### config.mk
export PLATFORM = sky130hd
export DESIGN_NAME = pipe_hazard_ctrl
export DESIGN_NICKNAME = d
export VERILOG_FILES = /design/src/rtl/pipe_hazard_ctrl.sv
export SDC_FILE = /design/constraint.sdc
export NUM_CORES = 1
export LEC_CHECK = 0
export ABC_AREA = 1
export CAP_MARGIN = 20
export CORE_AREA = 4 4 54 56
export CTS_CLUSTER_DIAMETER = 120
export DETAILED_ROUTE_END_ITERATION = 8
export DIE_AREA = 0 0 58 60
export PLACE_DENSITY = 0.87
export SLEW_MARGIN = 20
export SYNTH_ARGS = -nofsm -noshare
export SYNTH_HDL_FRONTEND = slang
export SYNTH_SLANG_ARGS = --single-unit
export TNS_END_PERCENT = 5
### constraint.sdc
create_clock -name clk -period 1.7 [get_ports clk]
set_input_delay 0.425 -clock clk [delete_from_list [all_inputs] [get_ports clk]]
set_output_delay 0.425 -clock clk [all_outputs]
set_load 0.01 [all_outputs]
### src/rtl/pipe_hazard_ctrl.sv
// Pipeline sequencing controller: pipe-register enables/flushes, load-use stalls,
// E-stage forwarding, vector-memory freeze and halt drain for the F/D/E/M/W datapath.
module pipe_hazard_ctrl #(
  parameter int RA_W = 4
) (
  input  logic            clk,
  input  logic            reset,
  input  logic            start,
  input  logic            halt_d,
  input  logic [RA_W-1:0] ra1_d,
  input  logic [RA_W-1:0] ra2_d,
  input  logic [RA_W-1:0] ra1_e,
  input  logic [RA_W-1:0] ra2_e,
  input  logic [RA_W-1:0] wa3_e,
  input  logic            regwrite_e,
  input  logic            memtoreg_e,
  input  logic [RA_W-1:0] wa3_m,
  input  logic            regwrite_m,
  input  logic            memtoreg_m,
  input  logic            memwrite_m,
  input  logic [RA_W-1:0] wa3_w,
  input  logic            regwrite_w,
  input  logic            mem_ack,
  output logic            pc_en,
  output logic            cargar_fd,
  output logic            cargar_de,
  output logic            cargar_em,
  output logic            cargar_mw,
  output logic            flush_fd,
  output logic            flush_de,
  output logic [1:0]      fwd_a_e,
  output logic [1:0]      fwd_b_e,
  output logic            mem_req,
  output logic            busy,
  output logic            done
);

  localparam logic [2:0] S_IDLE    = 3'd0;
  localparam logic [2:0] S_RUN     = 3'd1;
  localparam logic [2:0] S_MEMWAIT = 3'd2;
  localparam logic [2:0] S_DRAIN   = 3'd3;
  localparam logic [2:0] S_DONE    = 3'd4;

  logic [2:0] state, state_nxt;
  logic [1:0] drain_cnt, drain_nxt;
  logic       ret_drain, ret_nxt;
  logic       mem_start, load_use, do_run, do_drain;

  assign mem_start = memtoreg_m | memwrite_m;
  assign load_use  = regwrite_e & memtoreg_e &
                     ((wa3_e == ra1_d) | (wa3_e == ra2_d)) & ~halt_d;

  assign busy = (state == S_RUN) | (state == S_MEMWAIT) | (state == S_DRAIN);
  assign done = (state == S_DONE);

  // An acked MEMWAIT cycle replays as a RUN or DRAIN cycle, minus the memory-start check.
  always_comb begin
    pc_en     = 1'b0;
    cargar_fd = 1'b0;
    cargar_de = 1'b0;
    cargar_em = 1'b0;
    cargar_mw = 1'b0;
    flush_fd  = 1'b1;
    flush_de  = 1'b1;
    mem_req   = 1'b0;
    state_nxt = state;
    drain_nxt = drain_cnt;
    ret_nxt   = ret_drain;
    do_run    = 1'b0;
    do_drain  = 1'b0;

    case (state)
      S_RUN, S_DRAIN: begin
        if (mem_start) begin
          mem_req   = 1'b1;
          flush_fd  = 1'b0;
          flush_de  = 1'b0;
          ret_nxt   = (state == S_DRAIN);
          state_nxt = S_MEMWAIT;
        end else if (state == S_RUN) begin
          do_run = 1'b1;
        end else begin
          do_drain = 1'b1;
        end
      end
      S_MEMWAIT: begin
        mem_req  = 1'b1;
        flush_fd = 1'b0;
        flush_de = 1'b0;
        if (mem_ack) begin
          if (ret_drain) do_drain = 1'b1;
          else           do_run   = 1'b1;
        end
      end
      default: begin
        if (start) state_nxt = S_RUN;
      end
    endcase

    if (do_run) begin
      cargar_de = 1'b1;
      cargar_em = 1'b1;
      cargar_mw = 1'b1;
      flush_fd  = 1'b0;
      flush_de  = 1'b0;
      state_nxt = S_RUN;
      if (halt_d) begin
        cargar_fd = 1'b1;
        flush_fd  = 1'b1;
        drain_nxt = 2'd3;
        state_nxt = S_DRAIN;
      end else if (load_use) begin
        flush_de = 1'b1;
      end else begin
        pc_en     = 1'b1;
        cargar_fd = 1'b1;
      end
    end

    if (do_drain) begin
      cargar_fd = 1'b1;
      cargar_de = 1'b1;
      cargar_em = 1'b1;
      cargar_mw = 1'b1;
      flush_fd  = 1'b1;
      flush_de  = 1'b0;
      drain_nxt = drain_cnt - 2'd1;
      state_nxt = (drain_cnt == 2'd1) ? S_DONE : S_DRAIN;
    end
  end

  always_ff @(posedge clk or negedge reset) begin
    if (!reset) begin
      state     <= S_IDLE;
      drain_cnt <= 2'd0;
      ret_drain <= 1'b0;
    end else begin
      state     <= state_nxt;
      drain_cnt <= drain_nxt;
      ret_drain <= ret_nxt;
    end
  end

  // M-stage ALU results take precedence over W; loads in M are not forwardable yet.
  always_comb begin
    fwd_a_e = 2'b00;
    fwd_b_e = 2'b00;
    if (regwrite_m & ~memtoreg_m & (wa3_m == ra1_e)) fwd_a_e = 2'b10;
    else if (regwrite_w & (wa3_w == ra1_e))          fwd_a_e = 2'b01;
    if (regwrite_m & ~memtoreg_m & (wa3_m == ra2_e)) fwd_b_e = 2'b10;
    else if (regwrite_w & (wa3_w == ra2_e))          fwd_b_e = 2'b01;
  end

endmodule

# After elaboration in Yosys (flattened, before gate mapping)
# Index checks and enable logic that the tools add are counted.
# totals
ff_bits	6
inputBits	39
output_inout_bits	14
elab_cells	81
# op_classes
n_addsub	1
n_eq_ne	13
muxes	43
bitwise	14
n_reduce_logical	7
# op_table
operator	count
1-bit 2-to-1 mux	27
4-bit == test	6
3-bit 2-to-1 mux	5
2-bit 2-to-1 mux	6
1-bit AND	8
1-bit one-hot mux with 2 select lines	4
3-bit by 2-bit == test with 1-bit output, second input constant	2
3-bit one-hot mux with 2 select lines	1
4-bit inequality test, second input constant	1
1-bit OR	4
2-bit AND reduction	2
2-bit nonzero test	2
4-bit nonzero test	1
3-bit by 1-bit == test with 1-bit output, second input constant	1
3-bit == test, second input constant	1
3-bit inequality test, second input constant	1
3-bit AND reduction	1
2-bit by 1-bit == test with 1-bit output, second input constant	1
1-bit inverter	2
2-bit OR reduction	1
2-bit by 1-bit subtractor with 2-bit output, second input constant	1

# Depth between registers and ports, before layout
# Gate-level depths: netlist of run 1.
# depth
depth_word	8
depth_mapped	9
mapped_depth_nobuf	9

# Least setup slack after synthesis of run 1
# Ideal clock, no wire load.
# synth_path
path_type	input to output
startpoint	input memwrite_m
endpoint	output cargar_fd
arrival_ps	1144
required_time_ps	1275
path_slack_ps	131
path_stages	9
path_buffers	0
path_cell_list	nor2_4 nand2_1 nand2_2 nand2_4 inv_2 nor2_4 inv_2 nand2_1 inv_1
# synth_via
elab_chain_len	5
elab_cells_between_ends	7
classes_between	mux (6); bitwise (1)
# synth_rtl
element	line_no	source
start, declared	20	input logic memwrite_m,
1-bit OR (*)	49	assign mem_start = memtoreg_m | memwrite_m;
1-bit 2-to-1 mux	74	if (mem_start) begin
1-bit one-hot mux with 2 select lines	72	case (state)
1-bit 2-to-1 mux	100	if (do_run) begin
1-bit 2-to-1 mux (*)	120	if (do_drain) begin
end, declared	25	output logic cargar_fd,
# Every way passes the cells marked *; elsewhere a longest branch is shown, timed or not.

# Final worst setup path of run 1
# layout_path
startpoint	register state[2]
endpoint	output flush_fd
# layout_via
elab_chain_len	6
elab_cells_between_ends	13
classes_between	eq/ne (3); mux (9); reduce/logical (1)
# layout_rtl
element	line_no	source
start, declared	44	logic [2:0] state, state_nxt;
start signal, assigned	138	state <= state_nxt;
3-bit by 1-bit == test with 1-bit output	72, 80	
1-bit 2-to-1 mux	80	end else if (state == S_RUN) begin
1-bit 2-to-1 mux	74	
1-bit one-hot mux with 2 select lines	72	
1-bit 2-to-1 mux	100	
1-bit 2-to-1 mux (*)	120	
end, declared	29	output logic flush_fd,
# Marked as above.

==> metrics.txt, run 1 <==
share of post-route cells with drive strength above 1 0.3853; Starting Density 0.3596; WHS ~430 ps; clk sinks 6; EDFF count, synth 0; LEAKAGE between 0.9 and 1 nW; Max VDD drop roughly 0.00085 V; vias in the first global route 1247; standard-cell rows 18; Final ANT Viol Nets 0; synth top area cells nand2_1 20%, dfrtp_1 17%, inv_1 12%; Die W between 50 and 60 um; Finished Layout Cells roughly 260; Pwr per Cell Area around 1100 nW/um2; most frequent cell after synthesis nand2_1; Period minus WS final 1869 ps; Yosys cell types 27; Max Fanout on Critical Path 4; via count between 1000 and 1500; unrepaired setup endpoints after global routing true; register bit total from synthesis 6; largest family of logic cells by synthesized area simple AND/OR/NAND/NOR gates; outcome finished, violations left; worst r2r src state[0]; buffer depth of the longest clock path 2; P_sw a little under 0.0008 W; ys async rst share 1.000; final instance area between 1500 and 2000 um2; Sequential Power Share 0.154; max-cap viol count 0; crit start category flip-flop; crit end category output port; hold_buf cts 0; placed inst area 1553 um2; Max-slew headroom 0.8096; Final WS setup -169.2 ps; Cells after Synth about 160; fmax 535.0 MHz; Mapped Area 874.6 um2; period utilization 1.100; Int Pwr about 0.00092 W; core area 2432 um2; overall power 0.001709 W; Final setup viols 11; Worst Path Required roughly 1300 ps; largest net degree at the start of global routing 7; Yosys Warn Count 0; root buf cell clkbuf_4; Main synth FF type dfrtp_1; drt wl/cell about 11 um; nets 273; post-synthesis sequential area ratio 0.1717; Ant. Diodes 0; Comb power frac 0.772; Post-Synth Simple-Gate Area 0.4335; syn_area_per_cell around 5.6 um2; Pre-antenna DRT Iters 4; utilization after layout 0.6564; Syn Nets ~200; initial antenna violation count 0; Inst Count DP approximately 250; Area Growth Syn to Fin 82.55%; grt ovf 0; Setup CP Type reg2out; Die ar. 3480 um2; clock share of power 0.074; # DRC 0; Post-DP HPWL roughly 2300 um; clock skew 4.676 ps; Compound-Gate Fraction of Synth Area 0.1860; crit path from state[2]; worst-skew pair later-pin latency approximately 240 ps; first-pass GRT wire length between 4000 and 5000 um; Vias per Instance about 4.7; total track usage 0.1684; R2R setup slack 330 ps; Hold Crit Class in2async; buffers added on ports 52; htree depth 1; drt initial violations 29; Arr. time, crit path 1440 ps; IO Pins 53; area leader, netlist nand2_1; Final Slew Violations 0; mux cell area share after synthesis 0; final-report hold violation count 0; worst reg2reg path depth 9; Clock transition at path regs approximately 40 ps; adder-cell share of the synthesized area 0.01431; Synth top area share 0.2017; post-synthesis xor/xnor area fraction 0.04006; CTS tree built; cts bufs inserted 3; die height roughly 60 um; Commonest cells post-synth 47 x nand2_1, 27 x inv_1, 15 x nor2_1, 9 x o21ai_0, 7 x nand3_1; final wirelength ~2800 um; worst-margin pin slew approximately 280 ps; GPL Wtd Cong between 0.7 and 0.8; violated checks negative setup slack; Switching Fraction 0.4596
[what timing repair did]
item | 4_1_cts | 5_1_grt
buffers inserted | 4 | 1
pin swaps | 25 | 11
gates resized for setup | 135 | 9
setup endpoints to repair | 14 | 13
[sequential cells by signal, summed over array words and instances, names as in the netlist]
signal and count:
ret_drain 1, drain_cnt 2, state 3
[metal layers]
layer | GRT usage | vias up | share of wire
li1 | - | 640 | -
met1 | 0.1837 | 545 | 0.43
met2 | 0.3129 | 44 | 0.47
met3 | 0.04320 | 6 | 0.075
met4 | 0.05960 | 0 | 0.017
met5 | 0 | - | 0
[metrics by stage]
| stage | TNS, ps | setup slack, ps |
|---|---|---|
| 3_3_place_gp | -9374 | -867.5 |
| 2_1_floorplan | 0 | 130.9 |
| 6_report | -1033 | -169.2 |
| 4_1_cts | -1078 | -164.3 |
| 5_1_grt | -2030 | -284.1 |
| 3_5_place_dp | -9569 | -866.7 |
[worst max-delay path: stages, from the launching register on]
cell     delay, ps
dfrtp_1        370
inv_2           90
nand2_2         60
inv_2          100
nand3_4        100
nand2_4        100
buf_6          110
nor2_2          40
o21ai_1        100
buf_2          140
[kinds of logic after synthesis]
kind of cell             after synthesis
buffers and inverters                 34
adder cells (fa/ha/maj)                1
AO/OA/AOI/OAI                         26
flip-flops                             6
XOR/XNOR                               4
AND/OR/NAND/NOR                       84
[path summary, 6_finish.rpt]
| check | to |
|---|---|
| setup / recovery | flush_fd |
| hold / removal | state[1] |
| setup reg to reg | state[0] |
| hold reg to reg | drain_cnt[0] |
| max in group asynchronous | state[2] |
| min in group clk | drain_cnt[0] |
[power by group through the flow]
stage,clock network (W),registers (W),logic (W)
6_report,0.000127,0.000263,0.00132
5_1_grt,0.000139,0.000271,0.00145
4_1_cts,0.000137,0.000261,0.00130
3_5_place_dp,0,0.000259,0.00133
3_3_place_gp,0,0.000256,0.00130
2_1_floorplan,0,0.000258,0.000669
[cell type report]
| cell class | instances | area, um2 |
|---|---|---|
| Inverter | 32 | 122.6 |
| Timing Repair Buffer | 75 | 595.6 |
| Multi-Input combinational cell | 115 | 668.1 |
| Sequential cell | 6 | 150.1 |
| Fill cell | 216 | 835.8 |
| Tap cell | 30 | 37.54 |
| Clock buffer | 3 | 22.52 |
[cell usage in the layout (no fill, tap or decap), types with 3 or more instances in the layout]
| master | n |
|---|---|
| nand2_1 | 44 |
| buf_4 | 21 |
| a21oi_2 | 3 |
| dfrtp_1 | 6 |
| clkdlybuf4s50_1 | 5 |
| o21ai_0 | 5 |
| clkdlybuf4s15_2 | 4 |
| inv_1 | 22 |
| a21oi_1 | 4 |
| nand2_2 | 7 |
| clkbuf_4 | 3 |
| dlygate4sd2_1 | 20 |
| clkdlybuf4s15_1 | 6 |
| o21ai_1 | 6 |
| nand3_2 | 3 |
| nor2_2 | 6 |
| nor2_1 | 9 |
| inv_2 | 9 |
| buf_2 | 16 |
| nand3_1 | 4 |
Note: power is estimated with default switching activity, not from simulation.
==> run 2: changes to the inputs <==
Settings changed: PLACE_DENSITY 0.87 to 0.77.
==> metrics.txt, run 2 (synthesis gave the netlist of run 1 again) <==
outcome finished, violations left (unchanged); violated checks negative setup slack (unchanged); Post-DP HPWL 2453 um (was 2315 um); Starting Density 0.3596 (unchanged); Hold Crit Class in2async (unchanged); Pwr per Cell Area 1121 nW/um2 (was 1070 nW/um2); commonest non-fill, non-tap cell in the layout nand2_1 (unchanged); LEAKAGE 0.9078 nW (was 0.9035 nW); max-cap viol count 0 (unchanged); Max VDD drop 0.001149 V (was 0.0008451 V); share of post-route cells with drive strength above 1 0.4224 (was 0.3853); clock skew 4.497 ps (was 4.676 ps); Arr. time, crit path 1430 ps (was 1440 ps); cts bufs inserted 3 (unchanged); Setup CP Type in2out (was reg2out); hold_buf cts 0 (unchanged); Final WS setup -154.0 ps (was -169.2 ps); vias in the first global route 1198 (was 1247); R2R setup slack 160 ps (was 330 ps); final instance area 1610 um2 (was 1597 um2); Vias per Instance 4.805 (was 4.732); root buf cell clkbuf_4 (unchanged); crit start category primary input (was flip-flop); Die W 58 um (unchanged); Max-slew headroom 0.8170 (was 0.8096); WHS 424.3 ps (was 429.1 ps); first-pass GRT wire length 4850 um (was 4671 um); period utilization 1.091 (was 1.100); buffer depth of the longest clock path 2 (unchanged); Ant. Diodes 0 (unchanged); fmax 539.4 MHz (was 535.0 MHz); grt ovf 0 (unchanged); GPL Wtd Cong 0.7930 (was 0.7928); via count 1259 (was 1235); Worst Path Required 1270 ps (about the same); largest net degree at the start of global routing 7 (unchanged); biggest regs state x3, drain_cnt x2, ret_drain x1 (unchanged); Die ar. 3480 um2 (unchanged); buffers added on ports 52 (unchanged); total track usage 0.1759 (was 0.1684); nets 274 (was 273); core area 2432 um2 (unchanged); unrepaired setup endpoints after global routing true (unchanged); standard-cell rows 18 (unchanged); Area Growth Syn to Fin 84.12% (was 82.55%); Post-Place Worst Slack -866.0 ps (was -866.7 ps); drt wl/cell 12.06 um (was 10.83 um); Pre-antenna DRT Iters 4 (unchanged); IO Pins 53 (unchanged); # DRC 0 (unchanged); die height 60 um (unchanged); clk sinks 6 (unchanged); final wirelength 3159 um (was 2826 um); htree depth 1 (unchanged); Setup TNS -1014 ps (was -1033 ps); Max Fanout on Critical Path 5 (was 4); worst-skew pair later-pin latency 240 ps (about the same); drt initial violations 40 (was 29); Final setup viols 10 (was 11); Period minus WS final 1854 ps (was 1869 ps); worst reg2reg path depth 9 (unchanged); crit end category output port (unchanged); final-report hold violation count 0 (unchanged); CTS tree built (unchanged); Biggest register state (unchanged); placed inst area 1560 um2 (was 1553 um2); Filler cells 232 (was 216); initial antenna violation count 0 (unchanged); Final ANT Viol Nets 0 (unchanged); number of flip-flops under the largest register name 3 (unchanged); Final Slew Violations 0 (unchanged); worst-margin pin slew 273.7 ps (was 284.7 ps); most frequent cells in the layout 43 x nand2_1, 22 x buf_4, 21 x inv_1, 19 x buf_2, 16 x dlygate4sd2_1 (was 44 x nand2_1, 22 x inv_1, 21 x buf_4, 20 x dlygate4sd2_1, 16 x buf_2); Clock transition at path regs 50 ps (was 40 ps)
-- run 2: cell types whose count changed in the layout (fill, tap and decap cells not counted), moves of 2 or more --
cell             previous run  this run
clkdlybuf4s15_2             4         2
dlygate4sd2_1              20        16
buf_2                      16        19
nor2_2                      6         4
clkbuf_2                    1         4
-- run 2: per-stage QoR --
stage | cells | total power (W) | util
after global placement | 254 | 0.001546 | 0.6415
after CTS | 261 | 0.001721 | 0.6543
final | 262 | 0.001806 | 0.6620
after global routing | 262 | 0.001973 | 0.6620
after floorplan | 155 | 0.0009265 | -
after detailed placement | 254 | 0.001595 | 0.6415
-- run 2: layout make-up --
cell class	instances	area [um2]	share of cell area
repair buffers	76	575.6	0.3574
flip-flops and latches	6	151.4	0.09402
clock buffers	3	22.52	0.01399
inverters	32	125.1	0.07770
well taps	30	37.54	0.02331
multi-input cells	115	698.2	0.4336
-- run 2: where the power goes --
part           internal (W)  leakage, nW  total, W  switching, W
registers          0.000214       0.0700  0.000279     0.0000651
logic              0.000652        0.824   0.00140      0.000745
clock network     0.0000798       0.0138  0.000130     0.0000498
total              0.000945        0.908   0.00181      0.000860
-- run 2: per-layer routing --
layer	wire length (um)	global-route usage
met1	1233	0.1951
met2	1711	0.3581
met3	194	0.02592
met4	19	0.01987
met5	0	0
-- run 2: worst max-delay path: stages --
cell             delay, ps
clkdlybuf4s15_1        190
nor2_4                 150
nand2_2                 90
nand2_2                120
nand2_4                 70
inv_4                   60
nor2_4                  40
inv_2                   70
nand2_1                 50
inv_1                   40
buf_2                  120
-- run 2: what timing repair did --
item | CTS | global route
resized for setup | 144 | 19
endpoints found under the setup margin | 14 | 14
gates cloned | 0 | 0
pin swaps | 25 | 11
buffers inserted | 4 | 1
-- run 2: final timing paths --
| check | startpoint | endpoint |
|---|---|---|
| max in group asynchronous | reset | state[1] |
| worst min register to register | drain_cnt[0] | drain_cnt[0] |
| worst max-delay path | memwrite_m | cargar_fd |
| worst min-delay path | reset | state[2] |
| worst max register to register | state[0] | state[0] |
| min in group clk | drain_cnt[0] | drain_cnt[0] |
